===== src/rtl/adc_burst_pkg.sv =====
// Shared constants, state encoding and header assembly for the ADC burst assembler.
package adc_burst_pkg;

    // Word tags carried in out_dat[131:128]
    localparam logic [3:0] TAG_FILL = 4'd1;
    localparam logic [3:0] TAG_WFM  = 4'd2;
    localparam logic [3:0] TAG_DATA = 4'd3;
    localparam logic [3:0] TAG_CSUM = 4'd4;

    // Marker in the top two payload bits of every header
    localparam logic [1:0] HDR_MARK = 2'b01;

    // Width of the word and waveform counters (wrap modulo 2^23)
    localparam int CNT_W = 23;

    // FSM state encoding
    typedef logic [2:0] state_t;
    localparam state_t ST_IDLE     = 3'd0;
    localparam state_t ST_ARMED    = 3'd1;
    localparam state_t ST_WFM_HDR  = 3'd2;
    localparam state_t ST_DATA     = 3'd3;
    localparam state_t ST_FILL_HDR = 3'd4;
    localparam state_t ST_CSUM     = 3'd5;

    // Waveform header payload; start_addr is already word_count*2
    function automatic logic [127:0] wfm_hdr(
        input logic [13:0]      num_bursts,
        input logic [11:0]      pre_trig_hi,
        input logic [CNT_W-1:0] start_addr,
        input logic [CNT_W-1:0] wfm_idx,
        input logic [41:0]      trig_time,
        input logic [11:0]      chan
    );
        wfm_hdr = {HDR_MARK, trig_time[41:26], chan, trig_time[25:0],
                   wfm_idx, start_addr, pre_trig_hi, num_bursts};
    endfunction

    // Fill header payload; total_words includes this header and the checksum
    function automatic logic [127:0] fill_hdr(
        input logic [23:0]      fill_no,
        input logic [1:0]       range,
        input logic [CNT_W-1:0] total_words,
        input logic [13:0]      num_bursts,
        input logic [15:0]      pre_trig,
        input logic [CNT_W-1:0] wfm_total,
        input logic [11:0]      chan
    );
        fill_hdr = {HDR_MARK, 2'b00, 1'b1, 1'b0, chan, 7'd0, pre_trig[15:12],
                    wfm_total, pre_trig[11:0], num_bursts, total_words,
                    1'b0, range, fill_no};
    endfunction

endpackage


===== src/rtl/adc_burst_assembler_packer.sv =====
// Combinational lane packer: drops each sample's over-range LSB, sign-extends
// the ADC value into its output lane and zero-pads unused payload bits.
module adc_sample_packer
    import adc_burst_pkg::*;
#(
    parameter int SAMPLES_PER_BURST = 8,
    parameter int ADC_W             = 12,
    parameter int LANE_W            = 128 / SAMPLES_PER_BURST
) (
    input  logic [SAMPLES_PER_BURST*(ADC_W+1)-1:0] adc_dat,
    output logic [127:0]                           payload
);

    if (!(SAMPLES_PER_BURST == 8 || SAMPLES_PER_BURST == 10)) begin : g_bad_spb
        $error("SAMPLES_PER_BURST must be 8 or 10");
    end
    if (LANE_W < ADC_W) begin : g_bad_lane
        $error("LANE_W must be at least ADC_W");
    end
    if (SAMPLES_PER_BURST * LANE_W > 128) begin : g_bad_fit
        $error("lanes do not fit in a 128-bit payload");
    end

    logic [SAMPLES_PER_BURST-1:0] over_range;
    logic                         unused_over_range;

    for (genvar i = 0; i < SAMPLES_PER_BURST; i++) begin : g_lane
        logic [ADC_W-1:0] sample;
        assign sample     = adc_dat[i*(ADC_W+1)+1 +: ADC_W];
        assign over_range[i] = adc_dat[i*(ADC_W+1)];
        assign payload[i*LANE_W +: LANE_W] = LANE_W'($signed(sample));
    end

    if (SAMPLES_PER_BURST * LANE_W < 128) begin : g_pad
        assign payload[127:SAMPLES_PER_BURST*LANE_W] = '0;
    end

    // Over-range flags are not carried in the output stream
    assign unused_over_range = ^over_range;

endmodule


===== src/rtl/adc_burst_assembler.sv =====
// Fill stream builder: waveform headers, ADC data bursts, fill header, checksum.
// Handshakes: a transfer happens on a rising edge where valid && ready; a source
// holds valid and data stable until that edge, ready may depend on valid.
module adc_burst_assembler
    import adc_burst_pkg::*;
#(
    parameter int SAMPLES_PER_BURST = 8,
    parameter int ADC_W             = 12,
    parameter int LANE_W            = 128 / SAMPLES_PER_BURST
) (
    input  logic                                   clk,
    input  logic                                   rst_n,
    input  logic                                   fill_start,
    input  logic                                   fill_end,
    input  logic                                   trig,
    input  logic [41:0]                            trigger_time,
    input  logic                                   adc_valid,
    output logic                                   adc_ready,
    input  logic [SAMPLES_PER_BURST*(ADC_W+1)-1:0] adc_dat,
    input  logic [23:0]                            fill_num,
    input  logic [11:0]                            channel_tag,
    input  logic [1:0]                             ddr3_range,
    input  logic [13:0]                            wfm_num_bursts,
    input  logic [15:0]                            wfm_pre_trig,
    output logic                                   out_valid,
    input  logic                                   out_ready,
    output logic [131:0]                           out_dat,
    output logic                                   busy,
    output logic                                   trig_dropped,
    output logic [2:0]                             dbg_state
);

    state_t             state;
    logic [23:0]        cfg_fill_num;
    logic [11:0]        cfg_chan;
    logic [1:0]         cfg_range;
    logic [13:0]        cfg_nb;
    logic [15:0]        cfg_pre;
    logic [41:0]        trig_time_q;
    logic [CNT_W-1:0]   wfm_count;
    logic [CNT_W-1:0]   word_count;
    logic [127:0]       checksum;
    logic [13:0]        burst_cnt;
    logic               fe_pend;

    logic               slot_free;
    logic               load;
    logic [131:0]       next_word;
    logic [127:0]       data_payload;
    logic               fill_arm;
    logic               last_burst;

    adc_sample_packer #(
        .SAMPLES_PER_BURST (SAMPLES_PER_BURST),
        .ADC_W             (ADC_W),
        .LANE_W            (LANE_W)
    ) u_packer (
        .adc_dat (adc_dat),
        .payload (data_payload)
    );

    assign dbg_state  = state;
    assign busy       = (state != ST_IDLE);
    assign slot_free  = !out_valid || out_ready;
    assign adc_ready  = (state == ST_DATA) && slot_free;
    assign fill_arm   = (state == ST_IDLE) && fill_start;
    assign last_burst = (burst_cnt == cfg_nb - 14'd1);

    // Select the word the current state offers to the output register
    always_comb begin
        load      = 1'b0;
        next_word = '0;
        case (state)
            ST_WFM_HDR: begin
                load      = slot_free;
                next_word = {TAG_WFM, wfm_hdr(cfg_nb, cfg_pre[13:2],
                             {word_count[CNT_W-2:0], 1'b0}, wfm_count,
                             trig_time_q, cfg_chan)};
            end
            ST_DATA: begin
                load      = adc_valid && slot_free;
                next_word = {TAG_DATA, data_payload};
            end
            ST_FILL_HDR: begin
                load      = slot_free;
                next_word = {TAG_FILL, fill_hdr(cfg_fill_num, cfg_range,
                             word_count + 23'd2, cfg_nb, cfg_pre, wfm_count,
                             cfg_chan)};
            end
            ST_CSUM: begin
                load      = slot_free;
                next_word = {TAG_CSUM, checksum};
            end
            default: begin
                load      = 1'b0;
                next_word = '0;
            end
        endcase
    end

    // Fill sequencing, configuration latch and waveform/burst counting
    always_ff @(posedge clk or negedge rst_n) begin
        if (!rst_n) begin
            state        <= ST_IDLE;
            cfg_fill_num <= '0;
            cfg_chan     <= '0;
            cfg_range    <= '0;
            cfg_nb       <= '0;
            cfg_pre      <= '0;
            trig_time_q  <= '0;
            wfm_count    <= '0;
            burst_cnt    <= '0;
        end else begin
            case (state)
                ST_IDLE: begin
                    if (fill_start) begin
                        state        <= ST_ARMED;
                        cfg_fill_num <= fill_num;
                        cfg_chan     <= channel_tag;
                        cfg_range    <= ddr3_range;
                        cfg_nb       <= wfm_num_bursts;
                        cfg_pre      <= wfm_pre_trig;
                        wfm_count    <= '0;
                    end
                end
                ST_ARMED: begin
                    if (fill_end) begin
                        state <= ST_FILL_HDR;
                    end else if (trig) begin
                        state       <= ST_WFM_HDR;
                        trig_time_q <= trigger_time;
                    end
                end
                ST_WFM_HDR: begin
                    if (load) begin
                        state     <= ST_DATA;
                        burst_cnt <= '0;
                    end
                end
                ST_DATA: begin
                    if (load) begin
                        if (last_burst) begin
                            burst_cnt <= '0;
                            wfm_count <= wfm_count + 23'd1;
                            state     <= (fe_pend || fill_end) ? ST_FILL_HDR : ST_ARMED;
                        end else begin
                            burst_cnt <= burst_cnt + 14'd1;
                        end
                    end
                end
                ST_FILL_HDR: begin
                    if (load) state <= ST_CSUM;
                end
                ST_CSUM: begin
                    if (load) state <= ST_IDLE;
                end
                default: state <= ST_IDLE;
            endcase
        end
    end

    // Sticky trigger-drop flag and the fill_end seen while a waveform is in flight
    always_ff @(posedge clk or negedge rst_n) begin
        if (!rst_n) begin
            trig_dropped <= 1'b0;
            fe_pend      <= 1'b0;
        end else if (fill_arm) begin
            trig_dropped <= 1'b0;
            fe_pend      <= 1'b0;
        end else begin
            if (trig && ((state == ST_ARMED && fill_end) || state == ST_WFM_HDR ||
                         state == ST_DATA || state == ST_FILL_HDR || state == ST_CSUM))
                trig_dropped <= 1'b1;
            if (fill_end && (state == ST_WFM_HDR || state == ST_DATA))
                fe_pend <= 1'b1;
        end
    end

    // Output register, word counter and running checksum
    always_ff @(posedge clk or negedge rst_n) begin
        if (!rst_n) begin
            out_valid  <= 1'b0;
            out_dat    <= '0;
            word_count <= '0;
            checksum   <= '0;
        end else begin
            if (load) begin
                out_valid <= 1'b1;
                out_dat   <= next_word;
            end else if (out_ready) begin
                out_valid <= 1'b0;
            end
            if (fill_arm) begin
                word_count <= '0;
                checksum   <= '0;
            end else if (load) begin
                word_count <= word_count + 23'd1;
                if (state != ST_CSUM) checksum <= checksum ^ next_word[127:0];
            end
        end
    end

endmodule


===== config.mk =====
export PLATFORM = sky130hd
export DESIGN_NAME = adc_burst_assembler
export DESIGN_NICKNAME = d
export VERILOG_FILES = /design/src/rtl/adc_burst_pkg.sv /design/src/rtl/adc_burst_assembler_packer.sv /design/src/rtl/adc_burst_assembler.sv
export SDC_FILE = /design/constraint.sdc
export NUM_CORES = 1
export LEC_CHECK = 0
export CAP_MARGIN = 10
export CORE_MARGIN = 1
export CORE_UTILIZATION = 54
export CTS_CLUSTER_SIZE = 8
export DETAILED_ROUTE_END_ITERATION = 7
export PLACE_DENSITY = 0.81
export SYNTH_ARGS = -nofsm -noshare
export SYNTH_HDL_FRONTEND = slang
export SYNTH_SLANG_ARGS = --single-unit

===== constraint.sdc =====
create_clock -name clk -period 4.3 [get_ports clk]
set_clock_uncertainty 0.1 [all_clocks]
set_input_delay 0.43 -clock clk [delete_from_list [all_inputs] [get_ports clk]]
set_output_delay 0.43 -clock clk [all_outputs]
set_load 0.02 [all_outputs]

==> results.md, run 1 <==
* Status: complete, no violations
* Total power per unit cell area at 687 nW/um^2
* Die ar. at about 41000 um^2
* CTS tree: built
* Total Routing Usage GR at 0.338
* Maximum number of pins on one net before global-route repair at 143
* Area used by sequential logic in the layout at approximately 11000 um^2
* Post-synthesis cell type with the largest combined area: sky130_fd_sc_hd__dfrtp_1
* Peak Freq at ~0.28 GHz
* Biggest cell delay along the critical path at 0.52 ns
* Count of vias placed by the detailed router at around 19000
* Synth Flop Type: sky130_fd_sc_hd__dfrtp_1
* Post-synth EDFFs at 0
* Die Y-Extent at 202 um
* Fill cell total of the finished layout at around 3000
* Placed Instance Area at 25600 um^2
* Number of nets still failing antenna checks after routing at 0
* Final worst-path setup slack at about 0.69 ns
* Kind of critical path: flop to flop
* Unrepaired setup endpoints after global routing: false
* Cell Rows at about 70
* Total power after layout at approximately 19 mW
* Post-route minimum period at about 3.6 ns
* Crit end category: flop
* Clk Tree Root Cell: sky130_fd_sc_hd__clkbuf_16
* Post-placement cell count at just over 3000
* Detailed-route wire length per cell at 21.8 um
* Setup Slack @ Placement at just under 0.8 ns
* Combined buffer and inverter count along the critical path at 1
* Slew at the pin with the worst max-slew slack at ~1.0 ns
* Starting DRC count in detailed routing at 1800
* Count of final setup violators at 0
* Utilization of the core after routing at 0.695
* Sequential area share after synthesis at 0.503
* CP Data Arrival Time at about 4.0 ns
* Cell class contributing the biggest share of worst-path delay: simple AND/OR/NAND/NOR gates
* Final instance count without filler cells at around 3200
* Number of slew-limit violations in the final report at 0
* Number of buffers added on ports at 350
* Leakage power of the design at around 12 nW
* Synthesized instance count at between 2000 and 2500
* Number of buffers on the longest clock path at 3
* DP HPWL at roughly 45 mm
* Share of cells above drive strength 1 at 0.0655
* Portion of the clock cycle consumed by the worst path in the final layout at 0.839
* Most frequent cells in the layout: 609 x sky130_fd_sc_hd__nand2_1, 434 x sky130_fd_sc_hd__dfrtp_1, 349 x sky130_fd_sc_hd__clkdlybuf4s50_1, 144 x sky130_fd_sc_hd__a21oi_1, 143 x sky130_fd_sc_hd__nor2_1
* Post-synth ARST share at 1.00
* Max Cap Violations at 0
* Most common cell after layout, fill and taps aside: sky130_fd_sc_hd__nand2_1
* Total area of multi-input combinational cells at a little over 10000 um^2
* Combinational family with the most area after synthesis: simple AND/OR/NAND/NOR gates
* Area growth from synthesis to layout at 25.6%
* Placeable core region at around 39000 um^2
* DR pass1 iterations at 5
* Post-synthesis xor/xnor area fraction at 0.0530
* Remaining max-slew budget at the tightest pin at 0.306
* Synth Area in Compound Gates at 0.146
* Highest fanout seen on the critical path at 47
* Count of distinct cell types in the synthesized netlist at 67
* DRC errors left at 0
* Worst min-delay path class: input port to flop
* Initial core utilization at 0.554
* Cell area after layout at approximately 27000 um^2
* Share of synthesized cell area in and, or, nand and nor gates at 0.198
* Worst path cell trace: inv_1, ha_1, nor3b_1, a21oi_1, or3_1, a31oi_1, or4_4, nand2_1, o311ai_0
* Clock latency reported for the late side of the worst-skew pair at 0.61 ns
* Setup Total Neg Slack at 0 ns
* Leading cell types by total area after synthesis: sky130_fd_sc_hd__dfrtp_1 50%, sky130_fd_sc_hd__nand2_1 11%, sky130_fd_sc_hd__mux2i_1 4.0%, sky130_fd_sc_hd__xor2_1 4.0%, sky130_fd_sc_hd__a21oi_1 3.4%
* Number of endpoints with negative hold slack in the final report at 0
* Peak VDD IR at approximately 0.46 mV
* Initial antenna violation count at 4
* Clock input transition at the sequential cells of the worst setup and hold paths at about 0.06 ns
* Type of element launching the critical path: flop
* DRT Wirelength at 69.1 mm
* Vias in the first global route at slightly below 20000
* Net count after synthesis at between 2000 and 3000
* Number of post-CTS setup repair buffers at 0
* Hold WS at between 0.2 and 0.3 ns
* Vias/cell at 6.13
* Wire length of the first global-routing pass at roughly 110 mm
* Number of register bits inferred by synthesis at 435
* Share of the synthesized area in the top cell type at 0.503
* Post-synthesis area per instance at ~9.1 um^2
* Adder-cell area share of the yosys netlist at 0.00289
* Multiplexer share of the synthesized area at 0.0621
* Remaining global-route overflow at 0
* Endpoint required time on the critical path at approximately 4.7 ns
* Synthesis warning total at 0
* Die outline width at about 200 um
* Clock buffer count from CTS at 60
* Net count of the finished layout at ~2900
* Cell with the biggest individual delay on the critical path: sky130_fd_sc_hd__or4_4
* Sink count of the clock tree at 435
* GPL Wtd Cong at about 0.9
* Maximum level of the CTS H-tree at 2
* Post-synth design cell area at 21700 um^2
* Total I/O pin count at 360
==> final timing paths <==
check / end / depth (start not counted) / start / slack, ns
hold / removal: cfg_pre[5]$_DFFE_PN0P_ / 3 / wfm_pre_trig[5] / 0.25
setup / recovery: burst_cnt[2]$_DFFE_PN0P_ / 9 / cfg_nb[0]$_DFFE_PN0P_ / 0.69
setup reg to reg: burst_cnt[2]$_DFFE_PN0P_ / 9 / cfg_nb[0]$_DFFE_PN0P_ / 0.69
min in group asynchronous: word_count[5]$_DFFE_PN0P_ / 2 / rst_n / 0.41
max in group asynchronous: trig_time_q[29]$_DFFE_PN0P_ / 3 / rst_n / 2.68
hold reg to reg: cfg_pre[12]$_DFFE_PN0P_ / 2 / cfg_pre[12]$_DFFE_PN0P_ / 0.37
==> layout make-up <==
type,instances,area share
Clock inverter,3,0.000920
Antenna cell,3,0.000276
Timing Repair Buffer,390,0.145
Clock buffer,62,0.0563
Sequential cell,435,0.400
Inverter,16,0.00221
Multi-Input combinational cell,1749,0.371
Tap cell,518,0.0238
==> worst min-delay path: stages <==
cell                              delay [ns]
sky130_fd_sc_hd__clkdlybuf4s50_1        0.39
sky130_fd_sc_hd__nand2_1                0.05
sky130_fd_sc_hd__nand2_1                0.04
==> cell families (layout without fill, tap and decap cells) <==
| logic type | count (synthesis) | count (layout) |
|---|---|---|
| AND/OR/NAND/NOR | 979 | 979 |
| AO/OA/AOI/OAI | 504 | 504 |
| flip-flops | 435 | 435 |
| buffers and inverters | 198 | 471 |
| XOR/XNOR | 131 | 131 |
| multiplexers | 129 | 129 |
| adder cells (fa/ha/maj) | 5 | 5 |
| other | 1 | 4 |
==> state kept, by name, summed over array words and instances (netlist names), 2 cells and up <==
register      count
out_dat         131
checksum        128
trig_time_q      42
cfg_fill_num     24
wfm_count        23
word_count       23
cfg_pre          16
burst_cnt        14
cfg_nb           14
cfg_chan         12
dbg_state         3
cfg_range         2
==> metal layers <==
| metal | global-route usage | share of wire | wire length, um |
|---|---|---|---|
| met3 | 0.0692 | 0.092 | 6360 |
| met2 | 0.539 | 0.47 | 32300 |
| met4 | 0.130 | 0.033 | 2300 |
| met5 | 0 | 0.00019 | 13 |
| met1 | 0.454 | 0.41 | 28200 |
==> synth_stat cells (all sizes together) (6+ instances only) <==
cell type,instances
or4,20
buf,36
a211oi,8
a222oi,11
o31ai,21
a31oi,14
and3,13
a221oi,29
mux2i,87
o211ai,9
nand3,23
nor2b,30
mux2,42
o21ai,117
inv,15
a22o,35
xnor2,33
xor2,98
o22ai,74
nor2,148
nand3b,6
nand2b,7
nor3,22
clkbuf,146
or3,53
dfrtp,435
a22oi,18
nor4,6
a21oi,145
nand2,610
nand4,19
==> power by group <==
part           switching (mW)  leakage [nW]  internal, mW
combinational            4.86          5.55          2.99
clock                    1.70         0.762          2.46
sequential               1.18          5.80          5.50
total                    7.74          12.1          10.9
==> repair_timing <==
| item | in CTS | in global routing |
|---|---|---|
| resized for setup | 0 | 0 |
| endpoints found under the hold margin | 107 | 0 |
| hold buffers | 1 | 0 |
No activity file was read; power rests on OpenSTA's default activity.
==> inputs of run 2 (changes only) <==
--- a/config.mk
+++ b/config.mk
@@ -7,10 +7,10 @@
 export LEC_CHECK = 0
 export CAP_MARGIN = 10
 export CORE_MARGIN = 1
-export CORE_UTILIZATION = 54
+export CORE_UTILIZATION = 49
 export CTS_CLUSTER_SIZE = 8
 export DETAILED_ROUTE_END_ITERATION = 7
-export PLACE_DENSITY = 0.81
+export PLACE_DENSITY = 0.77
 export SYNTH_ARGS = -nofsm -noshare
 export SYNTH_HDL_FRONTEND = slang
 export SYNTH_SLANG_ARGS = --single-unit
==> constraint.sdc (replaced) <==
create_clock -name clk -period 3.3 [get_ports clk]
set_clock_uncertainty 0.1 [all_clocks]
set_input_delay 0.33 -clock clk [delete_from_list [all_inputs] [get_ports clk]]
set_output_delay 0.33 -clock clk [all_outputs]
set_load 0.02 [all_outputs]
==> run 2 against run 1 <==
  * First-iteration DRC count fell by 1.1%
  * Highest routed layer unchanged
  * Sequential share of layout area fell by 0.79 points
  * Register-to-register slack got worse by 0.60 ns
  * Clock power rose by 29%
  * Critical path type unchanged
  * Global-route usage fell by 1.8 points
  * Setup slack got worse by 0.60 ns
==> results.md, run 2 (synthesis results as in run 1) <==
* Initial antenna violation count at 6 (+2)
* Clock input transition at the sequential cells of the worst setup and hold paths at 0.05 ns (about the same)
* Count of vias placed by the detailed router at 19700 (+1.0%)
* Cell Rows at 76 (+5.6%)
* Number of slew-limit violations in the final report at 0 (unchanged)
* GPL Wtd Cong at 0.885 (-1.9%)
* Wire length of the first global-routing pass at 111 mm (+2.1%)
* Status: complete, no violations
* Detailed-route wire length per cell at 21.9 um (+0.72%)
* DR pass1 iterations at 6 (+1)
* Hold WS at 0.168 ns (-0.0826 ns)
* Crit Reg-Reg Startpoint: cfg_nb[0]$_DFFE_PN0P_
* Highest fanout seen on the critical path at 9 (-81%)
* Peak VDD IR at 1.07 mV (+130%)
* Clock latency reported for the late side of the worst-skew pair at 0.61 ns (about the same)
* Maximum number of pins on one net before global-route repair at 158 (+10%)
* Total power per unit cell area at 894 nW/um^2 (+30%)
* Sink count of the clock tree at 435 (unchanged)
* CP Data Arrival Time at 3.62 ns (-0.38 ns)
* Kind of critical path: flop to flop
* Slack of the worst reg-to-reg path at 0.09 ns (-0.60 ns)
* Worst path cell trace: inv_2, ha_4, or3b_4, buf_4, nor3_1, a22oi_2, or4_4, or4_1, a21oi_1
* Total Routing Usage GR at 0.320 (-0.0176)
* CTS tree: built
* Remaining max-slew budget at the tightest pin at 0.232 (-0.0736)
* Area growth from synthesis to layout at 28.1%
* Leakage power of the design at 12.3 nW (+1.9%)
* Worst min-delay path class: input port to flop
* Register-to-Register Path Depth at 9 (unchanged)
* Number of buffers added on ports at 350 (unchanged)
* Vias in the first global route at 19400 (-0.57%)
* Number of endpoints with negative hold slack in the final report at 0 (unchanged)
* Total I/O pin count at 360 (unchanged)
* DP HPWL at 48.3 mm (+6.9%)
* Most frequent cells in the layout: 608 x sky130_fd_sc_hd__nand2_1, 433 x sky130_fd_sc_hd__dfrtp_1, 349 x sky130_fd_sc_hd__clkdlybuf4s50_1, 144 x sky130_fd_sc_hd__a21oi_1, 143 x sky130_fd_sc_hd__nor2_1
* Peak Freq at 0.312 GHz (+13%)
* Vias/cell at 5.98 (-2.4%)
* Post-route minimum period at 3.21 ns (-0.401 ns)
* Count of final setup violators at 0 (unchanged)
* Max Cap Violations at 0 (unchanged)
* Initial core utilization at 0.499 (-0.0545)
* Setup Slack @ Placement at 0.00285 ns (-0.778 ns)
* Crit end category: flop
* Unrepaired setup endpoints after global routing: false
* Top flop regs: out_dat: 131 flops, checksum: 128 flops, trig_time_q: 42 flops
* Clk Tree Root Cell: sky130_fd_sc_hd__clkbuf_16
* Post-placement cell count at 3213 (+3.4%)
* Setup Total Neg Slack at 0 ns (unchanged)
* DRT Wirelength at 72.1 mm (+4.3%)
* Number of flip-flops under the largest register name at 131 (unchanged)
* Biggest cell delay along the critical path at 0.63 ns (+0.11 ns)
* Cell with the biggest individual delay on the critical path: sky130_fd_sc_hd__or4_4
* Portion of the clock cycle consumed by the worst path in the final layout at 0.972 (+0.133)
* DRC errors left at 0 (unchanged)
* Remaining global-route overflow at 0 (unchanged)
* Clock buffer count from CTS at 60 (unchanged)
* Endpoint of the worst setup timing path: wfm_count[13]$_DFFE_PN0P_
* Share of cells above drive strength 1 at 0.0830 (+0.0175)
* Crit Reg-Reg Endpoint: wfm_count[13]$_DFFE_PN0P_
* Net count of the finished layout at 2923 (+1.6%)
* Slew at the pin with the worst max-slew slack at 1.15 ns (+0.110 ns)
* Maximum level of the CTS H-tree at 2 (unchanged)
* Final worst-path setup slack at 0.0932 ns (-0.599 ns)
* Placeable core region at 43400 um^2 (+11%)
* Endpoint required time on the critical path at 3.71 ns (-0.98 ns)
* Number of buffers on the longest clock path at 3 (unchanged)
* Die ar. at 45000 um^2 (+10%)
* Timing startpoint of the critical path: cfg_nb[0]$_DFFE_PN0P_
* Starting DRC count in detailed routing at 1781 (-1.1%)
* Number of nets still failing antenna checks after routing at 0 (unchanged)
* Die outline width at 212 um (+4.9%)
* Fill cell total of the finished layout at 3597 (+20%)
* Final instance count without filler cells at 3288 (+3.5%)
* Most common cell after layout, fill and taps aside: sky130_fd_sc_hd__nand2_1
* Type of element launching the critical path: flop
* Most flops, register: out_dat
* Die Y-Extent at 212 um (+4.9%)
run 2: cell types whose count changed in the layout (fill, tap and decap cells not counted), moves of 2 or more:
| cell | change |
|---|---|
| sky130_fd_sc_hd__inv_1 | -2 |
| sky130_fd_sc_hd__diode_2 | +2 |
| sky130_fd_sc_hd__buf_4 | +35 |
| sky130_fd_sc_hd__inv_6 | -2 |
| sky130_fd_sc_hd__buf_12 | +6 |
| sky130_fd_sc_hd__or4_4 | +3 |
| sky130_fd_sc_hd__inv_2 | +2 |
run 2: cell type report:
cell class	count	area, um^2	share of cell area
clock buffer	62	1530	0.0552
antenna	5	12.5	0.000451
multi-input combinational	1752	10200	0.366
tap	585	732	0.0264
timing repair buffer	432	4350	0.157
sequential	435	10900	0.393
clock inverter	1	7.51	0.000271
inverter	16	60.1	0.00216
run 2: stage by stage:
stage / utilization / power, mW / instance area [um^2]
final: 0.640 / 24.8 / 27700
after floorplan: - / 14.6 / 21700
after detailed placement: 0.601 / 19.1 / 26100
after global routing: 0.640 / 26.1 / 27700
after global placement: 0.601 / 18.9 / 26100
after CTS: 0.638 / 24.7 / 27700
run 2: power by group:
part	leakage [nW]	internal (mW)	switching (mW)	total, mW
Combinational	5.79	4.20	6.65	10.9
Clock	0.753	3.20	2.19	5.40
Sequential	5.79	7.16	1.39	8.55
Total	12.3	14.6	10.2	24.8
run 2: worst min path at each step:
stage                          startpoint                          end  slack [ns]  cells past startpoint
final                     wfm_pre_trig[9]       cfg_pre[9]$_DFFE_PN0P_        0.17                      3
after global routing          fill_num[4]  cfg_fill_num[4]$_DFFE_PN0P_        0.17                      3
after CTS                 channel_tag[10]     cfg_chan[10]$_DFFE_PN0P_        0.14                      3
after detailed placement            rst_n     out_dat[109]$_DFFE_PN0P_        0.30                      1
after global placement              rst_n     out_dat[109]$_DFFE_PN0P_        0.29                      1
after floorplan                     rst_n     burst_cnt[0]$_DFFE_PN0P_       -0.07                      0
run 2: critical path: cells and delay by family, from the launching register on:
family	cells	cell delay [ns]
flip-flops	1	0.44
AO/OA/AOI/OAI	2	0.36
adder cells (fa/ha/maj)	1	0.15
buffers and inverters	2	0.26
AND/OR/NAND/NOR	4	1.81
run 2: metal layers:
layer	part of all wire	track usage	wire length [um]	vias up
met5	0.00024	0	17	-
met4	0.038	0.134	2710	2
met3	0.084	0.0609	6050	159
met2	0.46	0.498	33400	930
met1	0.41	0.439	29900	9710
li1	-	-	-	8864
run 2: what timing repair did:
item                                    CTS  global route
setup buffers                             1             2
endpoints found under the hold margin    77             0
gates resized for setup                   6             9
gates cloned                              2             1
hold buffers                              1             0
pin swaps                                 1             2
endpoints found under the setup margin   13            33
==> inputs of run 3 (changes only) <==
--- a/config.mk
+++ b/config.mk
@@ -6,7 +6,7 @@
 export NUM_CORES = 1
 export LEC_CHECK = 0
 export CAP_MARGIN = 10
-export CORE_MARGIN = 1
+export CORE_MARGIN = 1.5
 export CORE_UTILIZATION = 49
 export CTS_CLUSTER_SIZE = 8
 export DETAILED_ROUTE_END_ITERATION = 7
==> run 3 against run 2 <==
  * Cell area down 0.37%
  * Register-to-register slack better by 0.05 ns
  * Non-clock buffer count down 11
  * Critical path type unchanged
  * Critical endpoint unchanged
  * Setup slack better by 0.046 ns
==> results.md, run 3 (synthesis results as in run 1) <==
* Status: complete, no violations
* Clk Tree Root Cell: sky130_fd_sc_hd__clkbuf_16
* Initial core utilization at 0.499 (unchanged)
* DR pass1 iterations at 6 (unchanged)
* Maximum number of pins on one net before global-route repair at 138 (-13%)
* Number of buffers on the longest clock path at 3 (unchanged)
* Setup Slack @ Placement at 0.0579 ns (+0.0551 ns)
* Number of slew-limit violations in the final report at 0 (unchanged)
* Maximum level of the CTS H-tree at 2 (unchanged)
* Peak VDD IR at 0.725 mV (-32%)
* CTS tree: built
* Setup Total Neg Slack at 0 ns (unchanged)
* Number of nets still failing antenna checks after routing at 0 (unchanged)
* DRC errors left at 0 (unchanged)
* DP HPWL at 47.6 mm (-1.4%)
* CP Data Arrival Time at 3.60 ns (-0.02 ns)
* Timing startpoint of the critical path: cfg_nb[5]$_DFFE_PN0P_
* DRT Wirelength at 71.0 mm (-1.6%)
* Worst min-delay path class: input port to flop
* Slew at the pin with the worst max-slew slack at 1.02 ns (-0.128 ns)
* Crit Reg-Reg Startpoint: cfg_nb[5]$_DFFE_PN0P_
* Total I/O pin count at 360 (unchanged)
* Clock latency reported for the late side of the worst-skew pair at 0.61 ns (about the same)
* Starting DRC count in detailed routing at 1902 (+6.8%)
* Most frequent cells in the layout: 608 x sky130_fd_sc_hd__nand2_1, 434 x sky130_fd_sc_hd__dfrtp_1, 349 x sky130_fd_sc_hd__clkdlybuf4s50_1, 144 x sky130_fd_sc_hd__a21oi_1, 143 x sky130_fd_sc_hd__nor2_1
* Die outline width at 213 um (+0.47%)
* Number of flip-flops under the largest register name at 131 (unchanged)
* Kind of critical path: flop to flop
* GPL Wtd Cong at 0.898 (+1.5%)
* Cell area after layout at 27600 um^2 (-0.37%)
* Die Y-Extent at 213 um (+0.47%)
* Peak Freq at 0.316 GHz (+1.4%)
* Total Routing Usage GR at 0.311 (-0.00959)
* Max Cap Violations at 0 (unchanged)
* Most flops, register: out_dat
* Top flop regs: out_dat: 131 flops, checksum: 128 flops, trig_time_q: 42 flops
* Die ar. at 45500 um^2 (+0.94%)
* Cell with the biggest individual delay on the critical path: sky130_fd_sc_hd__or4_4
* Remaining max-slew budget at the tightest pin at 0.318 (+0.0855)
* Hold path startpoint: wfm_pre_trig[15]
* Final worst-path setup slack at 0.139 ns (+0.0455 ns)
* Clock buffer count from CTS at 60 (unchanged)
* Leakage power of the design at 12.3 nW (-0.35%)
* Vias in the first global route at 19500 (+0.55%)
* Detailed-route wire length per cell at 21.6 um (-1.3%)
* Endpoint required time on the critical path at 3.74 ns (+0.03 ns)
* Placeable core region at 43400 um^2 (unchanged)
* Vias/cell at 6.00 (+0.24%)
* Biggest cell delay along the critical path at 0.56 ns (-0.07 ns)
* Highest fanout seen on the critical path at 10 (+1)
* Clock input transition at the sequential cells of the worst setup and hold paths at 0.05 ns (about the same)
* Hold WS at 0.146 ns (-0.0223 ns)
* Area growth from synthesis to layout at 27.7%
* Type of element launching the critical path: flop
* Initial antenna violation count at 9 (+3)
* Sink count of the clock tree at 435 (unchanged)
* Crit end category: flop
* Unrepaired setup endpoints after global routing: false
* Most common cell after layout, fill and taps aside: sky130_fd_sc_hd__nand2_1
* Cell Rows at 76 (unchanged)
* Portion of the clock cycle consumed by the worst path in the final layout at 0.958 (-0.0138)
* Number of endpoints with negative hold slack in the final report at 0 (unchanged)
* Placed Instance Area at 26000 um^2 (-0.46%)
* Post-route minimum period at 3.16 ns (-0.0455 ns)
* Worst path cell trace: or3_1, nor4b_1, xnor2_1, nand3b_1, buf_4, or4_4, or4_1, a21oi_1
* Net count of the finished layout at 2913 (-0.34%)
* Share of cells above drive strength 1 at 0.0781 (-0.00493)
* Remaining global-route overflow at 0 (unchanged)
* Number of buffers added on ports at 350 (unchanged)
* Total power per unit cell area at 897 nW/um^2 (+0.30%)
* Wire length of the first global-routing pass at 109 mm (-1.2%)
* Count of final setup violators at 0 (unchanged)
* Count of vias placed by the detailed router at 19700 (-0.061%)
==> run 3: changes by cell type in the layout (fill, tap and decap cells not counted), moves of 2 or more <==
cell	previous run	this run
sky130_fd_sc_hd__buf_4	64	56
sky130_fd_sc_hd__buf_12	16	14
sky130_fd_sc_hd__inv_1	13	15
sky130_fd_sc_hd__inv_2	2	0
==> run 3: metal layers <==
metal | vias to the layer above | GRT usage | part of all wire
li1 | 8848 | - | -
met1 | 9707 | 0.418 | 0.42
met2 | 910 | 0.482 | 0.46
met3 | 178 | 0.0703 | 0.088
met4 | 10 | 0.134 | 0.039
met5 | - | 0 | 0.00097
==> run 3: layout make-up <==
cell class                      instances  area, um^2
Timing Repair Buffer                  421        4220
Antenna cell                            4        10.0
Clock inverter                          1        30.0
Tap cell                              585         732
Multi-Input combinational cell       1753       10200
Clock buffer                           63        1530
Sequential cell                       435       10900
Inverter                               16        60.1
Fill cell                            3593       15700
==> run 3: worst paths after layout <==
path                       slack (ns)                      endpoint  cells past startpoint
setup / recovery                 0.14     wfm_count[13]$_DFFE_PN0P_                      8
hold / removal                   0.15       cfg_pre[15]$_DFFE_PN0P_                      3
setup reg to reg                 0.14     wfm_count[13]$_DFFE_PN0P_                      8
hold reg to reg                  0.37        cfg_pre[6]$_DFFE_PN0P_                      2
max in group asynchronous        1.89  cfg_fill_num[18]$_DFFE_PN0P_                      4
min in group asynchronous        0.17       cfg_chan[9]$_DFFE_PN0P_                      2
==> run 3: repair_timing <==
| item | CTS | global route |
|---|---|---|
| hold buffers | 1 | 0 |
| setup buffers | 0 | 3 |
| resized for setup | 0 | 11 |
| endpoints found under the setup margin | 0 | 39 |
| endpoints found under the hold margin | 61 | 0 |
==> run 3: through the flow <==
stage          utilization  std cells  power (mW)
2_1_floorplan            -       2382        14.6
3_3_place_gp         0.599       3202        18.8
3_5_place_dp         0.599       3202        19.1
4_1_cts              0.635       3267        24.6
5_1_grt              0.637       3276        26.1
6_report             0.637       3278        24.8
==> run 3: critical path, delay by kind of cell (launching register included) <==
family                    cells  cell delay [ns]
and+or+nand+nor               5             2.01
xor gates and xnor gates      1             0.16
DFF                           1             0.51
AOI/OAI and AO/OA             1             0.15
buffers and inverters         1             0.17
==> run 3: report_power, final <==
group	switching, mW	internal (mW)	leakage [nW]
clock network	2.22	3.28	0.768
logic	6.59	4.14	5.73
registers	1.38	7.16	5.80
total	10.2	14.6	12.3
